## src/rtl/boot_loader_pkg.sv

```systemverilog
// Shared definitions for the boot loader: FSM state encoding and word geometry.
package boot_loader_pkg;

  typedef enum logic [1:0] {
    IDLE  = 2'd0,
    LOAD  = 2'd1,
    WRITE = 2'd2,
    RUN   = 2'd3
  } state_e;

  localparam int BYTES_PER_WORD = 4;
  localparam logic [1:0] LAST_BYTE_IDX = 2'(BYTES_PER_WORD - 1);

endpackage

```

## src/rtl/boot_loader_word_assembler.sv

```systemverilog
// Packs a byte stream little-endian into 32-bit words; word_full_o flags the
// cycle on which the 4th byte of a word is being loaded.
module word_assembler
  import boot_loader_pkg::*;
(
  input  logic        clk,
  input  logic        rst,
  input  logic        clr_i,
  input  logic        en_i,
  input  logic [7:0]  byte_i,
  output logic [31:0] word_o,
  output logic        word_full_o
);

  logic [1:0]  idx_q;
  logic [31:0] word_q;

  always_ff @(posedge clk or posedge rst) begin
    if (rst) begin
      idx_q  <= '0;
      word_q <= '0;
    end else if (clr_i) begin
      idx_q  <= '0;
      word_q <= '0;
    end else if (en_i) begin
      word_q[{idx_q, 3'b000} +: 8] <= byte_i;
      // 2-bit index wraps back to byte 0 after the 4th byte
      idx_q <= idx_q + 2'd1;
    end
  end

  assign word_o      = word_q;
  assign word_full_o = en_i && (idx_q == LAST_BYTE_IDX);

endmodule

```

## src/rtl/boot_loader.sv

```systemverilog
// Streams bytes into instruction memory as 32-bit words while holding the core
// in reset, then releases the core once the requested word count is written.
module boot_loader
  import boot_loader_pkg::*;
#(
  parameter logic [31:0] BASE_ADDR = 32'h0000_0000,
  parameter int          CNT_W     = 16
) (
  input  logic             clk,
  input  logic             rst,
  input  logic             start,
  input  logic [CNT_W-1:0] word_count,
  input  logic             byte_valid,
  input  logic [7:0]       byte_data,
  output logic             byte_ready,
  output logic             imem_we,
  output logic [31:0]      imem_addr,
  output logic [31:0]      imem_wdata,
  output logic             core_rst,
  output logic             busy,
  output logic             done
);

  state_e           state_q, state_d;
  logic [CNT_W-1:0] cnt_q, cnt_d;
  logic [CNT_W-1:0] widx_q, widx_d;
  logic             asm_clr;
  logic             accept;
  logic             word_full;
  logic [31:0]      word;

  assign accept = byte_valid && byte_ready;

  word_assembler u_asm (
    .clk        (clk),
    .rst        (rst),
    .clr_i      (asm_clr),
    .en_i       (accept),
    .byte_i     (byte_data),
    .word_o     (word),
    .word_full_o(word_full)
  );

  always_ff @(posedge clk or posedge rst) begin
    if (rst) begin
      state_q <= IDLE;
      cnt_q   <= '0;
      widx_q  <= '0;
    end else begin
      state_q <= state_d;
      cnt_q   <= cnt_d;
      widx_q  <= widx_d;
    end
  end

  always_comb begin
    state_d = state_q;
    cnt_d   = cnt_q;
    widx_d  = widx_q;
    asm_clr = 1'b0;
    unique case (state_q)
      IDLE, RUN: begin
        if (start) begin
          cnt_d   = word_count;
          widx_d  = '0;
          asm_clr = 1'b1;
          state_d = (word_count == '0) ? RUN : LOAD;
        end
      end
      LOAD: begin
        if (word_full) state_d = WRITE;
      end
      WRITE: begin
        if (widx_q == cnt_q - CNT_W'(1)) begin
          state_d = RUN;
        end else begin
          widx_d  = widx_q + CNT_W'(1);
          state_d = LOAD;
        end
      end
      default: state_d = IDLE;
    endcase
  end

  // Every output is a decode of the state register; byte_ready never sees byte_valid.
  assign byte_ready = (state_q == LOAD);
  assign imem_we    = (state_q == WRITE);
  assign busy       = (state_q == LOAD) || (state_q == WRITE);
  assign done       = (state_q == RUN);
  assign core_rst   = (state_q != RUN);
  assign imem_addr  = imem_we ? (BASE_ADDR + {30'(widx_q), 2'b00}) : 32'h0;
  assign imem_wdata = imem_we ? word : 32'h0;

endmodule

```

## config.mk

```make
export PLATFORM = sky130hd
export DESIGN_NAME = boot_loader
export DESIGN_NICKNAME = d
export VERILOG_FILES = /design/src/rtl/boot_loader_pkg.sv /design/src/rtl/boot_loader_word_assembler.sv /design/src/rtl/boot_loader.sv
export SDC_FILE = /design/constraint.sdc
export NUM_CORES = 1
export LEC_CHECK = 0
export ABC_AREA = 1
export BUFFER_PORTS_ARGS = -buffer_cell sky130_fd_sc_hd__buf_2
export CORE_AREA = 2 2 124 114
export DETAILED_ROUTE_END_ITERATION = 7
export DIE_AREA = 0 0 126 116
export HOLD_SLACK_MARGIN = 0.1
export PLACE_DENSITY_LB_ADDON = 0.08
export SYNTH_ARGS = -nofsm -noshare
export SYNTH_HDL_FRONTEND = slang
export SYNTH_SLANG_ARGS = --single-unit
```

## constraint.sdc

```tcl
create_clock -name clk -period 3.8 [get_ports clk]
set_input_delay 0.19 -clock clk [delete_from_list [all_inputs] [get_ports clk]]
set_output_delay 0.19 -clock clk [all_outputs]
set_load 0.03 [all_outputs]
```

After elaboration in Yosys (flattened, before gate mapping)
Cells that the tools add are included.
Widths: inputs -> output; s select.
- shifts and indexed selects: 2
- add/sub/neg operators: 4
- multiplexer cells: 17
- equal/unequal tests: 9
- reduce and logical (&&, ||, !) cells: 11
- operator list (kind ; count):
    $mux 32 ; 3
    $bwmux 32 ; 1
    $mux 16 ; 2
    $pmux 16 s2 ; 1
    $shift 8x7->32 const A ; 1
    $shiftx 8x7->32 ; 1
    $mux 18 ; 1
    $add 16x1->16 const B ; 1
    $eq 16x16->1 ; 1
    $logic_not 16->1 ; 1
    $sub 16x1->16 const B ; 1
    $mux 2 ; 6
    $neg 5->7 ; 1
    $eq 2x2->1 const B ; 3
    $ne 2x2->1 const B ; 3
    $pmux 2 s3 ; 1
    $reduce_and 2->1 ; 2
    $reduce_bool 2->1 ; 2
    $reduce_and 3->1 ; 1
    $add 2x1->2 const B ; 1
    $eq 2x1->1 const B ; 1
    $logic_and 1x1->1 ; 2
    $logic_not 2->1 ; 1
    $mux 1 ; 2
    other kinds (3) ; 3
- bits in registers: 68
- output and inout port bits: 69
- word-level logic and storage cells: 48

Depth between registers and ports, before layout
Gate-level depths: netlist of run 1.
- depth in word-level cells: 5
- gate-level depth with buffers: 16
- depth with buffers taken out: 15

Hierarchy
From an unflattened synthesis of run 1, not the netlist that was laid out.
- cell total of the unflattened synthesis: 681
- area, all modules: 4672.0 um^2
- modules (own cells, without submodules) (module ; area an instance (um^2) ; sequential area each (um^2) ; times used ; cells an instance):
    boot_loader ; 3000.4 ; 850.8 ; 1 ; 482
    word_assembler ; 1671.6 ; 850.8 ; 1 ; 199

Worst setup path after synthesis of run 1
No wires, ideal clock.
- path kind: flip-flop to flip-flop
- start point: register state_q[0]
- end point: register widx_q[3]
- buffers on the path: 2
- setup slack: 1.655 ns
- arrival: 2.027 ns
- required time: 3.682 ns
- cell stages (with the launch flop): 14
- cells stage by stage: dfrtp_1 > inv_1 > ha_1 > buf_2 > inv_1 > a21oi_1 > o21ai_0 > nor2_1 > nand2_1 > nor2_1 > nand3_1 > o21ai_4 > buf_6 > o21ai_2
- elaborated cells between the ends (all ways): 9
- RTL lines (what ; RTL line ; RTL):
    from (decl) ; boot_loader.sv:24 ; state_e state_q, state_d;
    from (signal assigned) ; boot_loader.sv:50 ; state_q <= state_d;
    $eq 2x2->1 * ; -- ;
    named net imem_we ; boot_loader.sv:16 ; output logic imem_we,
    $ne 2x2->1 (no line) or $reduce_bool 2->1 (tied branches) ; -- ;
    $reduce_and 3->1 (no line) ; -- ;
    to (signal assigned) ; boot_loader.sv:52 ; widx_q <= widx_d;
    to (decl) ; boot_loader.sv:26 ; logic [CNT_W-1:0] widx_q, widx_d;
The timed path passes the listed nets; every way through them passes the cells marked *.
A chain may end at the register's enable or synchronous reset.

Worst setup path in the final report of run 1
- start point: register cnt_q[0]
- end point: register widx_q[14]
- word-level cells in the longest chain between the ends: 4
- ends and longest elaborated chain (what ; RTL line ; RTL):
    from (decl) ; boot_loader.sv:25 ; logic [CNT_W-1:0] cnt_q, cnt_d;
    from (signal assigned) ; boot_loader.sv:51 ; cnt_q <= cnt_d;
    $sub 16x1->16 ; boot_loader.sv:74 ; if (widx_q == cnt_q - CNT_W'(1)) begin
    $eq 16x16->1 ; boot_loader.sv:74 ;
    $ne 2x2->1 (no line) ; -- ;
    $reduce_and 3->1 (no line) ; -- ;
Every way passes these cells.

==> flow_summary.toml, run 1 <==
[clock_tree]
cts_root_buf = "clkbuf_16"
cts_made_buffers = 9
clkSlewWorstSetupHoldPaths_ps = 60
insertion_delay_ps = 340
cts_resized = 0
postCtsSetupRepairBufs = 0
cts_tree = "built"
h-tree-depth = 3
clk_path_buf_depth = 2
cts.sinks = 68

[critical_path]
worstPathMaxFanout = 32
startpoint_type = "flop"
reg2reg_slack_ps = 1150
cp.required_ps = 3980
cp.arrival_ps = 2840
timing_worst_setup_path_type = "reg -> reg"
reg2regPathDepth = 11
cp-end-kind = "flop"
r2r-start = "cnt_q[0]"
worstReg2RegEnd = "widx_q[14]"

[yosys]
synth_top_cell_by_area = "dfrtp_1"
ys_types = 37
synth_edf_count = 0
synthCells = 660
synth_warnings = 0
synthDominantCellAreaShare_pct = 37.2
synth_commonest_cells = "nand2_1, inv_1, dfrtp_1"
ys_ff_latch = 68
synth_ff_type = "dfrtp_1"
syn-cell-area_um2 = 4570
yosysMostFrequentCell = "nand2_1"
avgSynthCellArea_um2 = 6.92
synth_area_leaders = "dfrtp_1, nand2_1, inv_1"
ys_seq_area_share_pct = 37.2
async_reset_ff_share_pct = 100

[sta]
max_freq_mhz = 377
rsz0062_at_grt = "false"
post-route-period-util_pct = 69.8
clock_skew_ps = 3.53
finalSetupViolations = 0
slew_viol_final = 0
fin_crit_ps = 2650
fin_setup_tns_ps = 0
hold_viol = 0
max_slew_margin_pct = 34.2
tightestPinTransition_ps = 981

[route]
drt_first_pass_iters = 4
drc = 0
wl_per_cell_um = 13.4
via_per_inst = 4.64
postRouteAntennaNets = 0
drtIter0Drc = 247
routed_wl_um = 12100
num_vias = 4203

[finish]
antennaDiodeCount = 0
final_cell_count_no_fill = 905
syn_to_final_growth_pct = 18.8
nets = 772
fill_cells = 1410
multi_input_area_um2 = 2230
regArea_um2 = 1700
post_route_cells_drive_above_1_share_pct = 17.6

[outcome]
status = "finished clean"

[pwr]
ir_drop_mv = 0.295
p_per_area_nw_per_um2 = 659
p_leak_nw = 3.13

[floorplan]
die_w_um = 126
initial_core_util_pct = 34.6
core_um2 = 13200
dieArea_um2 = 14600
rows = 40
num_io_pins = 97
chipHeight_um = 116

[hold_path]
holdPathStages = 3
whs_endpoint = "cnt_q[13]"
min_from = "word_count[13]"
min_path_type = "in -> reg"

[global_routing]
gr-total-overflow = 0
track_usage_pct = 17.2
grt_max_degree = 63
grt_pass1_wl_um = 19800
grt_pass1_vias = 4014
antenna_found_initial = 0

[placement]
dp_cells = 885
port_buffers = 80
place_congestion = 0.870
hpwlAfterDp_um = 8890

[job]
cap_violations = 0
## cell usage in the layout, fill, tap and decap left out, types with 14 or more instances in the layout
cell,n
buf_2,80
conb_1,16
dfrtp_1,68
inv_1,115
nand2_1,187
nand3_1,65
nand4_1,14
nor2_1,35
o21ai_0,51
## registers in the layout (all words and copies together), names as in the netlist
register      count
widx_q           16
state_q           2
u_asm.idx_q       2
u_asm.word_o     32
cnt_q            16
## worst max-delay path by stage
stage,start,endpoint,slack (ps)
6_report,cnt_q[0],widx_q[14],1150
5_1_grt,cnt_q[0],widx_q[4],850
4_1_cts,cnt_q[0],widx_q[14],1140
3_5_place_dp,cnt_q[0],widx_q[14],1160
3_3_place_gp,cnt_q[0],widx_q[10],1280
2_1_floorplan,state_q[0],widx_q[3],1660
## metal layers
metal / global-route usage, % / up-vias / share of wire [%]
li1: - / 2163 / -
met1: 21.4 / 1947 / 45
met2: 30.2 / 86 / 49
met3: 4.52 / 7 / 4.5
met4: 3.74 / 0 / 0.89
met5: 0 / - / 0
## kinds of logic (layout without fill, tap and decap cells)
family | Yosys count | in the layout | synth area share [%]
compound gates | 74 | 74 | 9.64
xor+xnor | 17 | 17 | 3.26
fa+ha+maj | 11 | 11 | 3.01
buf+inv | 161 | 223 | 15.3
flops | 68 | 68 | 37.2
other cells | 1 | 16 | 0.0821
simple gates | 328 | 328 | 31.5
## timing repair
action | in CTS | in global routing
hold buffers | 5 | 0
endpoints found under the hold margin | 31 | 0
setup endpoints to repair | 0 | 0
## critical path, stage by stage (launching register included)
cell,delay (ps)
dfrtp_1,410
inv_2,130
ha_1,230
nand3_2,150
nor2_2,230
nand2_1,80
nand2_1,70
nand2_1,50
nor2_1,100
nand3_1,160
o21ai_4,730
o21ai_0,170
## layout make-up
| type | count | area share, % |
|---|---|---|
| multi-input cells | 446 | 41.0 |
| flip-flops and latches | 68 | 31.3 |
| repair buffers | 89 | 8.85 |
| inverters | 119 | 8.23 |
| clock buffers | 9 | 4.15 |
| well taps | 168 | 3.87 |
| clock inverters | 6 | 2.51 |
## report_power, final
group,switching (mW),internal (mW)
Sequential,0.165,0.863
Clock,0.334,0.706
Combinational,1.09,0.424
## metrics by stage
stage               setup slack, ps  util [%]  hold WS (ps)  total power, mW  instance area [µm²]
global placement               1280      38.0           303             2.54                 5020
CTS                            1140      41.1           110             3.63                 5430
floorplan                      1660         -           300             2.27                 4630
finish                         1150      41.1           120             3.58                 5430
global route                    854      41.1           137             3.86                 5430
detailed placement             1160      38.0           300             2.56                 5020
No activity file was read; power rests on OpenSTA's default activity.
==> inputs of run 2 (changes only) <==
==> constraint.sdc (replaced) <==
create_clock -name clk -period 2.5 [get_ports clk]
set_input_delay 0.125 -clock clk [delete_from_list [all_inputs] [get_ports clk]]
set_output_delay 0.125 -clock clk [all_outputs]
set_load 0.03 [all_outputs]
==> flow_summary.toml, run 2 (synthesis gave the netlist of run 1 again) <==
[outcome]
status = "finished clean"

[pwr]
fin_total_pwr_mw = 5.31
p_per_area_nw_per_um2 = 950
switching_power_mw = 2.45
ir_drop_mv = 0.545
clkPwrFrac_pct = 24.6
seqPwrFrac_pct = 29.6
p_leak_nw = 3.20
comb_power_share_pct = 45.8
swShare_pct = 46.2
internal_power_mw = 2.86

[global_routing]
track_usage_pct = 17.8
gr-total-overflow = 0
grt_pass1_vias = 4209
grt_max_degree = 63
grt_pass1_wl_um = 20600
antenna_found_initial = 0

[floorplan]
chipHeight_um = 116
dieArea_um2 = 14600
initial_core_util_pct = 34.6
core_um2 = 13200
num_io_pins = 97
die_w_um = 126
rows = 40

[route]
postRouteAntennaNets = 0
via_per_inst = 4.58
routed_wl_um = 12300
drtIter0Drc = 217
drc = 0
drt_first_pass_iters = 4
wl_per_cell_um = 13.3
num_vias = 4248

[clock_tree]
cts_root_buf = "clkbuf_16"
clk_path_buf_depth = 2
insertion_delay_ps = 350
clkSlewWorstSetupHoldPaths_ps = 60
h-tree-depth = 3
cts.sinks = 68
cts_tree = "built"
cts_resized = 0
cts_made_buffers = 9

[finish]
final_cell_count_no_fill = 927
syn_to_final_growth_pct = 22.4
largest_reg_flops = 32
layout_commonest_cell = "nand2_1"
post-route-util_pct = 42.3
nets = 793
final_cell_mix = "nand2_1, inv_1, buf_2, dfrtp_1, nand3_1"
post_route_cells_drive_above_1_share_pct = 17.9
antennaDiodeCount = 0

[placement]
pre_cts_slack_ps = 291
dp_cells = 890
port_buffers = 80
place_congestion = 0.849
hpwlAfterDp_um = 9060

[critical_path]
timing_worst_setup_path_type = "reg -> reg"
cp.required_ps = 2770
worstPathMaxFanout = 32
cp-end-kind = "flop"
startpoint_type = "flop"
path_delay_family = "simple AND/OR/NAND/NOR gates"
critPathMostFrequentCell = "nand2_1"
reg2reg_slack_ps = 270
cp_num_buf_inv = 2
slowest_delay_ps = 410
worstPathCellList = "inv_2 > ha_1 > nand3_2 > nor2_2 > nand2_1 > nand2_1 > nand2_1 > nor2_1 > nand3_1 > o21ai_4 > buf_12 > nand2_1 > o21ai_2"
cp.arrival_ps = 2500
cpMaxStageDelayCell = "dfrtp_1"

[sta]
slew_viol_final = 0
fin_crit_ps = 2230
post-route-period-util_pct = 89.1
fin_setup_tns_ps = 0
setup_ws_ps = 273
clock_skew_ps = 8.05
rsz0062_at_grt = "false"
max_slew_margin_pct = 39.2
tightestPinTransition_ps = 906
finalSetupViolations = 0
hold_viol = 0
max_freq_mhz = 449

[hold_path]
min_path_type = "in -> reg"

[job]
cap_violations = 0
==> run 2: stage by stage <==
stage	area (µm²)	hold WS (ps)
6_report	5590	110
4_1_cts	5580	101
5_1_grt	5590	107
3_5_place_dp	5080	169
3_3_place_gp	5080	162
2_1_floorplan	4630	235
==> run 2: routing by layer <==
metal  up-vias  share of wire [%]  global-route usage (%)
met4         0               0.83                    3.88
met2        88                 50                    31.2
met1      1944                 45                    22.0
met3         9                4.4                    5.03
met5         -                  0                       0
li1       2207                  -                       -
==> run 2: area by class of cell <==
class                           count  area [µm²]
Clock buffer                        9         225
Clock inverter                      7        76.3
Fill cell                        1430        7620
Inverter                          119         447
Multi-Input combinational cell    446        2230
Sequential cell                    68        1700
Tap cell                          168         210
Timing Repair Buffer              110         703
==> run 2: worst min-delay path: stages <==
cell,delay [ps]
buf_2,140
nand2_1,70
o21ai_0,70
==> run 2: power groups by stage <==
stage | clock [mW] | combinational (mW) | sequential, mW
after CTS | 1.34 | 2.47 | 1.58
after global routing | 1.39 | 2.79 | 1.61
after detailed placement | 0 | 2.44 | 1.59
after global placement | 0 | 2.41 | 1.58
after floorplan | 0 | 1.95 | 1.50
final | 1.31 | 2.43 | 1.57
==> run 2: what timing repair did <==
item	CTS	global route
hold buffers	20	1
setup buffers	0	0
endpoints found under the hold margin	37	1
==> run 2: path summary, 6_finish.rpt <==
| path | start | end | cells past startpoint |
|---|---|---|---|
| max in group asynchronous | rst | widx_q[6] | 4 |
| worst min-delay path | byte_data[5] | u_asm.word_o[13] | 3 |
| worst min register to register | cnt_q[15] | cnt_q[15] | 2 |
| worst max register to register | cnt_q[0] | widx_q[6] | 13 |
| min in group asynchronous | rst | state_q[0] | 3 |
| worst max-delay path | cnt_q[0] | widx_q[6] | 13 |
==> inputs of run 3 (changes only) <==
--- a/config.mk
+++ b/config.mk
@@ -8,10 +8,11 @@
 export ABC_AREA = 1
 export BUFFER_PORTS_ARGS = -buffer_cell sky130_fd_sc_hd__buf_2
 export CORE_AREA = 2 2 124 114
+export CTS_BUF_LIST = sky130_fd_sc_hd__clkbuf_8
 export DETAILED_ROUTE_END_ITERATION = 7
 export DIE_AREA = 0 0 126 116
 export HOLD_SLACK_MARGIN = 0.1
-export PLACE_DENSITY_LB_ADDON = 0.08
+export SLEW_MARGIN = 25
 export SYNTH_ARGS = -nofsm -noshare
 export SYNTH_HDL_FRONTEND = slang
 export SYNTH_SLANG_ARGS = --single-unit
==> flow_summary.toml, run 3 (synthesis gave the netlist of run 1 again) <==
[critical_path]
path_delay_family = "simple AND/OR/NAND/NOR gates"
worstReg2RegEnd = "widx_q[8]"
cpMaxStageDelayCell = "dfrtp_1"
cp_num_buf_inv = 2
cp.required_ps = 2790
startpoint_type = "flop"
critPathMostFrequentCell = "nor2_1"
worstPathMaxFanout = 32
reg2reg_slack_ps = 320
crit_cells = 11
reg2regPathDepth = 11
worstPathCellList = "inv_2 > ha_1 > nand3_2 > nor2_1 > xor2_1 > nor2_1 > nand3_1 > o21ai_4 > buf_12 > nand2_1 > o21ai_2"
endpoint = "widx_q[8]"
timing_worst_setup_path_type = "reg -> reg"
slowest_delay_ps = 410
r2r-start = "cnt_q[0]"
cp.arrival_ps = 2470
cp-end-kind = "flop"
startpoint = "cnt_q[0]"

[sta]
max_freq_mhz = 460
fin_setup_tns_ps = 0
post-route-period-util_pct = 87.1
rsz0062_at_grt = "false"
slew_viol_final = 0
clock_skew_ps = 12.7
hold_viol = 0
tightestPinTransition_ps = 924
finalSetupViolations = 0
max_slew_margin_pct = 38.0
fin_crit_ps = 2180
timing.hold.ws_ps = 198

[clock_tree]
cts.sinks = 68
cts_root_buf = "clkbuf_8"
insertion_delay_ps = 370
cts_tree = "built"
cts_made_buffers = 9
clkSlewWorstSetupHoldPaths_ps = 80
h-tree-depth = 3
clk_path_buf_depth = 2

[route]
routed-wl-met2_um = 5780
num_vias = 4273
drtIter0Drc = 261
dr_wl_met3_um = 565
drt_first_pass_iters = 5
wl_met1_um = 5540
wl_per_cell_um = 12.8
postRouteAntennaNets = 0
routed_wl_um = 12000
via_per_inst = 4.58
drc = 0
route.top_layer_used = "met4"

[global_routing]
track_usage_pct = 17.1
grt_max_degree = 63
antenna_found_initial = 0
gr-total-overflow = 0
grt_pass1_vias = 4167
grt_pass1_wl_um = 20100

[hold_path]
min_path_type = "in -> reg"
holdPathStages = 6

[floorplan]
rows = 40
num_io_pins = 97
core_um2 = 13200
die_w_um = 126
initial_core_util_pct = 34.6
dieArea_um2 = 14600
chipHeight_um = 116

[finish]
regArea_um2 = 1700
fill_cells = 1415
layout_commonest_cell = "nand2_1"
final_cell_mix = "nand2_1, inv_1, buf_2, dfrtp_1, nand3_1"
post_route_cells_drive_above_1_share_pct = 17.9
syn_to_final_growth_pct = 21.0
nets = 798
multi_input_area_um2 = 2230
antennaDiodeCount = 0
largest_reg_flops = 32

[job]
cap_violations = 0

[pwr]
p_leak_nw = 3.18
ir_drop_mv = 0.408
p_per_area_nw_per_um2 = 900

[placement]
port_buffers = 80
hpwlAfterDp_um = 8510
place_congestion = 0.875

[outcome]
status = "finished clean"
[run 3: metal layers]
metal	GRT usage, %	vias to the layer above
met4	3.30	0
met1	21.8	1937
met3	4.25	8
li1	-	2220
met2	29.8	108
met5	0	-
[run 3: metrics by stage]
stage	cell area, µm²	util [%]	cells	setup slack [ps]	total power, mW
3_3_place_gp	5070	38.4	891	408	4.00
4_1_cts	5530	41.9	932	326	5.04
5_1_grt	5530	41.9	932	79.3	5.43
2_1_floorplan	4630	-	675	355	3.45
3_5_place_dp	5070	38.4	891	346	4.01
6_report	5530	41.9	932	324	4.98
[run 3: power by group]
| part | total [mW] | switching (mW) | leakage [nW] | internal [mW] |
|---|---|---|---|---|
| sequential | 1.56 | 0.250 | 0.914 | 1.31 |
| combinational | 2.45 | 1.67 | 2.16 | 0.777 |
| clock | 0.972 | 0.497 | 0.101 | 0.474 |
| total | 4.98 | 2.42 | 3.18 | 2.56 |
[run 3: how the worst min path moves through the flow]
| stage | slack (ps) | startpoint | endpoint |
|---|---|---|---|
| after floorplan | 230 | word_count[15] | cnt_q[15] |
| after global placement | 250 | rst | u_asm.word_o[16] |
| after detailed placement | 260 | rst | u_asm.word_o[0] |
| after CTS | 190 | byte_valid | u_asm.idx_q[1] |
| after global routing | 220 | byte_valid | state_q[0] |
| final | 200 | start | state_q[0] |
[run 3: layout make-up]
type | count | area share [%]
Clock inverter | 7 | 1.47
Sequential cell | 68 | 30.8
Timing Repair Buffer | 115 | 13.3
Clock buffer | 9 | 2.24
Multi-Input combinational cell | 446 | 40.3
Tap cell | 168 | 3.80
Inverter | 119 | 8.08
[run 3: worst register-to-register path, cell delays in order (launching register included)]
cell,delay [ps]
dfrtp_1,410
inv_2,140
ha_1,220
nand3_2,140
nor2_1,280
xor2_1,120
nor2_1,110
nand3_1,160
o21ai_4,190
buf_12,200
nand2_1,90
o21ai_2,70
[run 3: timing repair]
item / in CTS / in global routing
hold buffers: 25 / 0
endpoints found under the hold margin: 75 / 0
gates resized for setup: 0 / 0
setup buffers: 0 / 0
